===== config.mk =====
export PLATFORM = sky130hd
export DESIGN_NAME = slot_grid_engine
export DESIGN_NICKNAME = d
export VERILOG_FILES = /design/src/rtl/slot_grid_engine.sv
export SDC_FILE = /design/constraint.sdc
export NUM_CORES = 1
export LEC_CHECK = 0
export BUFFER_PORTS_ARGS = -buffer_cell sky130_fd_sc_hd__buf_2
export CORE_MARGIN = 2
export CORE_UTILIZATION = 38
export CTS_BUF_LIST = sky130_fd_sc_hd__clkbuf_16
export DETAILED_ROUTE_END_ITERATION = 7
export PLACE_DENSITY = 0.64
export SLEW_MARGIN = 0
export SYNTH_ARGS = -nofsm -noshare
export SYNTH_HDL_FRONTEND = slang
export SYNTH_SLANG_ARGS = --single-unit

===== constraint.sdc =====
create_clock -name clk -period 2.5 [get_ports clk]
set_clock_uncertainty 0.15 [all_clocks]
set_input_delay 0.375 -clock clk [delete_from_list [all_inputs] [get_ports clk]]
set_output_delay 0.375 -clock clk [all_outputs]
set_load 0.05 [all_outputs]

===== src/rtl/slot_grid_engine.sv =====
// Slot-grid game core: N x N grid of LFSR-drawn symbols, re-drawn during a roll,
// then every row, column and diagonal is scored into a saturating running total.
module slot_grid_engine #(
  parameter int          GRID_N      = 3,
  parameter int          SYM_BITS    = 2,
  parameter int          NUM_SYM     = 4,
  parameter int          TICK_CYCLES = 1000000,
  parameter int          ROLL_CYCLES = 20000000,
  parameter int          SCORE_W     = 6,
  parameter int          LINE_POINTS = 5,
  parameter int          WIN_SCORE   = 50,
  parameter logic [15:0] SEED        = 16'hACE1
) (
  input  logic                                  clk,
  input  logic                                  rst,
  input  logic                                  start,
  input  logic                                  hold,
  input  logic                                  ack,
  input  logic                                  cell_we,
  input  logic [$clog2(GRID_N*GRID_N)-1:0]      cell_idx,
  input  logic [SYM_BITS-1:0]                   cell_sym,
  output logic [GRID_N*GRID_N*SYM_BITS-1:0]     grid,
  output logic [SCORE_W-1:0]                    score,
  output logic [$clog2(2*GRID_N+3)-1:0]         lines_hit,
  output logic                                  busy,
  output logic                                  result_valid,
  output logic                                  win,
  output logic                                  lose
);

  localparam int CELLS  = GRID_N * GRID_N;
  localparam int NLINES = 2 * GRID_N + 2;
  localparam int CIDX_W = $clog2(CELLS);
  localparam int LH_W   = $clog2(2 * GRID_N + 3);
  localparam int TICK_W = $clog2(TICK_CYCLES + 1);
  localparam int ROLL_W = $clog2(ROLL_CYCLES + 1);
  localparam int LINE_W = $clog2(NLINES + 1);

  localparam logic [TICK_W-1:0] TICK_LAST  = TICK_W'(TICK_CYCLES - 1);
  localparam logic [TICK_W-1:0] TICK_CELLS = TICK_W'(CELLS);
  localparam logic [ROLL_W-1:0] ROLL_LAST  = ROLL_W'(ROLL_CYCLES - 1);
  localparam logic [LINE_W-1:0] LINE_LAST  = LINE_W'(NLINES - 1);
  localparam logic [31:0]       SCORE_MAX  = 32'((1 << SCORE_W) - 1);

  typedef enum logic [2:0] {S_IDLE, S_ROLL, S_EVAL, S_SCORE, S_RESULT} state_t;

  state_t              state_q, state_d;
  logic [15:0]         lfsr_q, lfsr_d;
  logic [TICK_W-1:0]   tick_cnt_q, tick_cnt_d;
  logic [ROLL_W-1:0]   roll_cnt_q, roll_cnt_d;
  logic [LINE_W-1:0]   line_cnt_q, line_cnt_d;
  logic                hold_q, hold_d;
  logic [SYM_BITS-1:0] cells_q [CELLS];
  logic [SYM_BITS-1:0] cells_d [CELLS];
  logic [SCORE_W-1:0]  score_q, score_d;
  logic [LH_W-1:0]     lines_hit_q, lines_hit_d;
  logic                win_q, win_d, lose_q, lose_d;
  logic                busy_q, busy_d, result_valid_q, result_valid_d;

  logic [NLINES-1:0]   hit_vec;
  logic                line_hit;
  logic [SYM_BITS-1:0] redraw_sym;
  logic [31:0]         sum_full;
  logic [SCORE_W-1:0]  score_sat;

  // Each line's cell indices are fixed at elaboration; EVAL just selects one hit bit per cycle.
  genvar gi, gk;
  generate
    for (gi = 0; gi < NLINES; gi++) begin : g_line
      logic [GRID_N-1:0] eq;
      for (gk = 0; gk < GRID_N; gk++) begin : g_cell
        localparam int IDX  = (gi < GRID_N)     ? gi * GRID_N + gk :
                              (gi < 2 * GRID_N) ? gk * GRID_N + (gi - GRID_N) :
                              (gi == 2 * GRID_N) ? gk * GRID_N + gk :
                                                   gk * GRID_N + (GRID_N - 1 - gk);
        localparam int IDX0 = (gi < GRID_N)     ? gi * GRID_N :
                              (gi < 2 * GRID_N) ? (gi - GRID_N) :
                              (gi == 2 * GRID_N) ? 0 : (GRID_N - 1);
        assign eq[gk] = (cells_q[IDX] == cells_q[IDX0]);
      end
      assign hit_vec[gi] = &eq;
    end
    for (gi = 0; gi < CELLS; gi++) begin : g_grid
      assign grid[gi*SYM_BITS +: SYM_BITS] = cells_q[gi];
    end
  endgenerate

  assign line_hit   = |(hit_vec & (NLINES'(1) << line_cnt_q));
  assign redraw_sym = SYM_BITS'(lfsr_q[7:0] % 8'(NUM_SYM));
  assign lfsr_d     = {lfsr_q[0] ^ lfsr_q[2] ^ lfsr_q[3] ^ lfsr_q[5], lfsr_q[15:1]};
  assign sum_full   = 32'(score_q) + 32'(lines_hit_q) * 32'(LINE_POINTS);
  assign score_sat  = (sum_full > SCORE_MAX) ? SCORE_MAX[SCORE_W-1:0] : sum_full[SCORE_W-1:0];

  always_ff @(posedge clk) begin
    if (rst) state_q <= S_IDLE;
    else     state_q <= state_d;
  end

  always_comb begin
    state_d = state_q;
    case (state_q)
      S_IDLE:   if (start) state_d = S_ROLL;
      S_ROLL:   if (roll_cnt_q == ROLL_LAST) state_d = S_EVAL;
      S_EVAL:   if (line_cnt_q == LINE_LAST) state_d = S_SCORE;
      S_SCORE:  state_d = S_RESULT;
      S_RESULT: if (ack) state_d = S_IDLE;
      default:  state_d = S_IDLE;
    endcase
  end

  always_comb begin
    busy_d         = (state_d == S_ROLL) || (state_d == S_EVAL) || (state_d == S_SCORE);
    result_valid_d = (state_d == S_RESULT);
  end

  always_comb begin
    tick_cnt_d  = tick_cnt_q;
    roll_cnt_d  = roll_cnt_q;
    line_cnt_d  = line_cnt_q;
    hold_d      = hold_q;
    score_d     = score_q;
    lines_hit_d = lines_hit_q;
    win_d       = win_q;
    lose_d      = lose_q;
    for (int i = 0; i < CELLS; i++) cells_d[i] = cells_q[i];
    case (state_q)
      S_IDLE: begin
        if (cell_we && (int'(cell_idx) < CELLS)) cells_d[cell_idx] = cell_sym;
        if (start) begin
          roll_cnt_d = '0;
          tick_cnt_d = '0;
          hold_d     = hold;
        end
      end
      S_ROLL: begin
        // A re-draw occupies the first CELLS cycles of every tick period.
        if (!hold_q && (tick_cnt_q < TICK_CELLS)) cells_d[tick_cnt_q[CIDX_W-1:0]] = redraw_sym;
        roll_cnt_d = roll_cnt_q + ROLL_W'(1);
        tick_cnt_d = (tick_cnt_q == TICK_LAST) ? '0 : tick_cnt_q + TICK_W'(1);
        if (roll_cnt_q == ROLL_LAST) begin
          line_cnt_d  = '0;
          lines_hit_d = '0;
        end
      end
      S_EVAL: begin
        line_cnt_d  = line_cnt_q + LINE_W'(1);
        lines_hit_d = lines_hit_q + LH_W'(line_hit);
      end
      S_SCORE: begin
        if (lines_hit_q == '0) begin
          lose_d = 1'b1;
        end else begin
          score_d = score_sat;
          win_d   = (32'(score_sat) >= 32'(WIN_SCORE));
        end
      end
      S_RESULT: begin
        if (ack) begin
          if (win_q || lose_q) score_d = '0;
          win_d  = 1'b0;
          lose_d = 1'b0;
        end
      end
      default: ;
    endcase
  end

  always_ff @(posedge clk) begin
    if (rst) begin
      lfsr_q         <= SEED;
      tick_cnt_q     <= '0;
      roll_cnt_q     <= '0;
      line_cnt_q     <= '0;
      hold_q         <= 1'b0;
      score_q        <= '0;
      lines_hit_q    <= '0;
      win_q          <= 1'b0;
      lose_q         <= 1'b0;
      busy_q         <= 1'b0;
      result_valid_q <= 1'b0;
      for (int i = 0; i < CELLS; i++) cells_q[i] <= '0;
    end else begin
      lfsr_q         <= lfsr_d;
      tick_cnt_q     <= tick_cnt_d;
      roll_cnt_q     <= roll_cnt_d;
      line_cnt_q     <= line_cnt_d;
      hold_q         <= hold_d;
      score_q        <= score_d;
      lines_hit_q    <= lines_hit_d;
      win_q          <= win_d;
      lose_q         <= lose_d;
      busy_q         <= busy_d;
      result_valid_q <= result_valid_d;
      for (int i = 0; i < CELLS; i++) cells_q[i] <= cells_d[i];
    end
  end

  assign score        = score_q;
  assign lines_hit    = lines_hit_q;
  assign busy         = busy_q;
  assign result_valid = result_valid_q;
  assign win          = win_q;
  assign lose         = lose_q;

endmodule

==> impl_metrics.tcl <==
set metrics [dict create \
    slew_headroom 0.5295 \
    hold_path.class "in -> reg" \
    final-seq-area_um2 2039 \
    dp.cells 893 \
    outcome "completed" \
    firstDrtPassIters 5 \
    fill_cells 1345 \
    path_common_cell "ha_4" \
    preCtsSetupSlack_ns 0.002802 \
    wl_per_cell_um 15.43 \
    r2r_slack_ns 0.02 \
    finalNonFillerCells 910 \
    synthTopCellsByArea "dfxtp_1, ha_1, a21oi_1, o21ai_0, or3_1" \
    synth_most_common_cell "dfxtp_1" \
    grt_pass1_wl_um 22710 \
    hold_start "hold" \
    drive_above_1_share 0.2041 \
    crit_start "lines_hit[1]$_SDFFE_PP0P_" \
    timing.rr.start "lines_hit[1]$_SDFFE_PP0P_" \
    ys_ff_latch 101 \
    fp.dieW_um 124.0 \
    drtAntennaViolNets 0 \
    synth-main-ff-cell "dfxtp_1" \
    crit_fanout 4 \
    vias 5264 \
    min_to "hold_q$_SDFFE_PP0P_" \
    synth_area_per_cell_um2 8.366 \
    min_path_cells 3 \
    maxSlewViolCount 0 \
    whs_ns 0.1299 \
    yosysWarnings 0 \
    cts.sinks 101 \
    chipHeight_um 124.0 \
    worst_slew_pin_slew_ns 0.7004 \
    path_clk_slew_ns 0.07 \
    yosys.area.top_type "dfxtp_1" \
    swShare 0.2318 \
    initial_core_util 0.3911 \
    yosysSeqAreaShare 0.3695 \
    yosys-top-cells-count "dfxtp_1, a21oi_1, nand2_1" \
    pwr-share-seq 0.466 \
    power_switching_uw 819.5 \
    tns_ns 0 \
    io_pins 44 \
    grt_antenna_before_repair 0 \
    synth_cell_types 64 \
    setup_viol 0 \
    cts_tree "yes" \
    vias_per_cell 5.785 \
    cts_buffers 9 \
    critPathSlowestCell "fa_1" \
    hpwl_um 10270 \
    reg2reg_depth 7 \
    rows 43 \
    grt_pass1_vias 4855 \
    crit_chain "ha_4 > fa_1 > ha_4 > a21o_1 > a41o_1 > nor3b_2 > a221o_1" \
    portBuffers 43 \
    p_clk_frac 0.457 \
    design.core.area_um2 13990 \
    intPower_mw 2.716 \
    irDropWorstVdd_mv 0.3392 \
    power_mw 3.536 \
    power_density_nw_per_um2 531.9 \
    power_leakage_nw 2.538 \
    rsz0062_at_grt "yes" \
    hold_viol 0 \
    synth_edf_count 0 \
    syn_inst 654 \
    fmax_mhz 402.5 \
    diodes 0 \
    htreeDepth 3 \
    crit_path_start_kind "flip-flop" \
    critPathRequiredTime_ns 2.65 \
    critPathArrivalTime_ns 2.63 \
    crit_type "reg -> reg" \
    root_buffer "clkbuf_16" \
    r2r-end "score[2]$_SDFFE_PP0P_" \
    grt_max_degree 40 \
    dieArea_um2 15370 \
    drc 0 \
    grt.overflow.total 0 \
    finalWeightedCongestion 0.8456 \
    yosysTopAreaCellShare 0.3695 \
    syn_to_final_growth_pct 21.50 \
    synthesis.nets 694 \
    clk_latency_ns 0.36 \
    grt_usage 0.1844 \
    worst_slack_ns 0.01555 \
    drt_iter0_drc 325 \
    wirelength_um 14040 \
    combinationalPowerShare 0.078 \
    slowest_delay_ns 0.54 \
    multi_input_area_um2 3390 \
    finalCritPeriodShare 0.9938 \
    nNetsFinal 765 \
    drv_cap 0 \
    cts-root-to-sink-buffers 2 \
    synth-async-reset-ratio 0 \
    netlist_area_um2 5471 \
    endpoint_kind "flip-flop" \
    layout_min_cycle_time_ns 2.484 \
]
==> per-stage QoR <==
| stage | utilization | instance area (um2) |
|---|---|---|
| 4_1_cts | 0.4683 | 6551 |
| 3_5_place_dp | 0.4427 | 6192 |
| 2_1_floorplan | - | 5525 |
| 6_report | 0.4752 | 6648 |
| 5_1_grt | 0.4752 | 6648 |
| 3_3_place_gp | 0.4427 | 6192 |
==> timing repair <==
action / in CTS / in global routing
endpoints found under the setup margin: 4 / 35
pin swaps: 1 / 6
resized for setup: 1 / 11
buffers inserted: 0 / 1
hold buffers: 0 / 0
==> cell type report <==
type | instances | share of cell area
multi-input cells | 505 | 0.5099
flip-flops and latches | 101 | 0.3068
repair buffers | 92 | 0.08827
clock buffers | 9 | 0.03388
well taps | 180 | 0.03388
clock inverters | 7 | 0.01826
inverters | 16 | 0.009034
==> metal layers <==
metal  up-vias  wire [um]  track usage
met2       133       6626       0.3132
met5         -          0            0
met3        20        719      0.03846
li1       2607          -            -
met1      2504       6417       0.2335
met4         0        276      0.06039
==> flip-flops by register name (all words and copies together) (netlist names), 3 cells and up <==
| register | count |
|---|---|
| state_q | 3 |
| line_cnt_q | 4 |
| lines_hit | 4 |
| roll_cnt_q | 25 |
| lfsr_q | 16 |
| score | 6 |
| cells_q | 18 |
| tick_cnt_q | 20 |
==> power groups by stage <==
stage          registers [mW]  clock network (mW)  logic, mW
2_1_floorplan            1.69                   0      0.165
3_3_place_gp             1.68                   0      0.260
3_5_place_dp             1.68                   0      0.265
4_1_cts                  1.65                1.64      0.267
5_1_grt                  1.65                1.70      0.305
6_report                 1.65                1.61      0.274
==> layout by cell type, fill, tap and decap left out, types with 6 or more instances in the layout <==
master,count
dfxtp_1,95
a21oi_1,56
buf_4,48
buf_2,43
nand2_1,41
nor2_1,39
o21ai_0,38
nor3_1,33
or3_1,30
and3_1,27
nand3_1,22
a22oi_1,18
ha_1,18
inv_1,16
nand4_1,14
a31oi_1,13
nor2b_1,11
or2_2,9
clkbuf_16,9
nor4_1,8
or4_1,8
xor2_1,7
ha_4,7
o211ai_1,6
and2_1,6
==> worst max-delay path by stage <==
stage	cells after the start	endpoint	slack [ns]
after floorplan	8	score[1]$_SDFFE_PP0P_	0.007
after global placement	7	cells_q[0][6]$_SDFFE_PP0P_	0.003
after detailed placement	8	score[0]$_SDFFE_PP0P_	0.003
after CTS	8	score[0]$_SDFFE_PP0P_	0.008
after global routing	7	score[2]$_SDFFE_PP0P_	-0.05
final	7	score[2]$_SDFFE_PP0P_	0.02
==> worst max-delay path, delay by kind of cell, from the launching register on <==
family                     cells  cell delay [ns]
DFF                            1             0.35
adders and majority gates      3             0.99
AOI/OAI and AO/OA              3             0.65
and+or+nand+nor                1             0.28
==> cell families after synthesis <==
group / after synthesis / synth area share
simple gates: 276 / 0.2778
compound gates: 181 / 0.2129
flops: 101 / 0.3695
buf+inv: 48 / 0.03636
fa+ha+maj: 28 / 0.06815
xor+xnor: 11 / 0.01761
mux: 9 / 0.01761
Power figures use the tool's default switching activity.
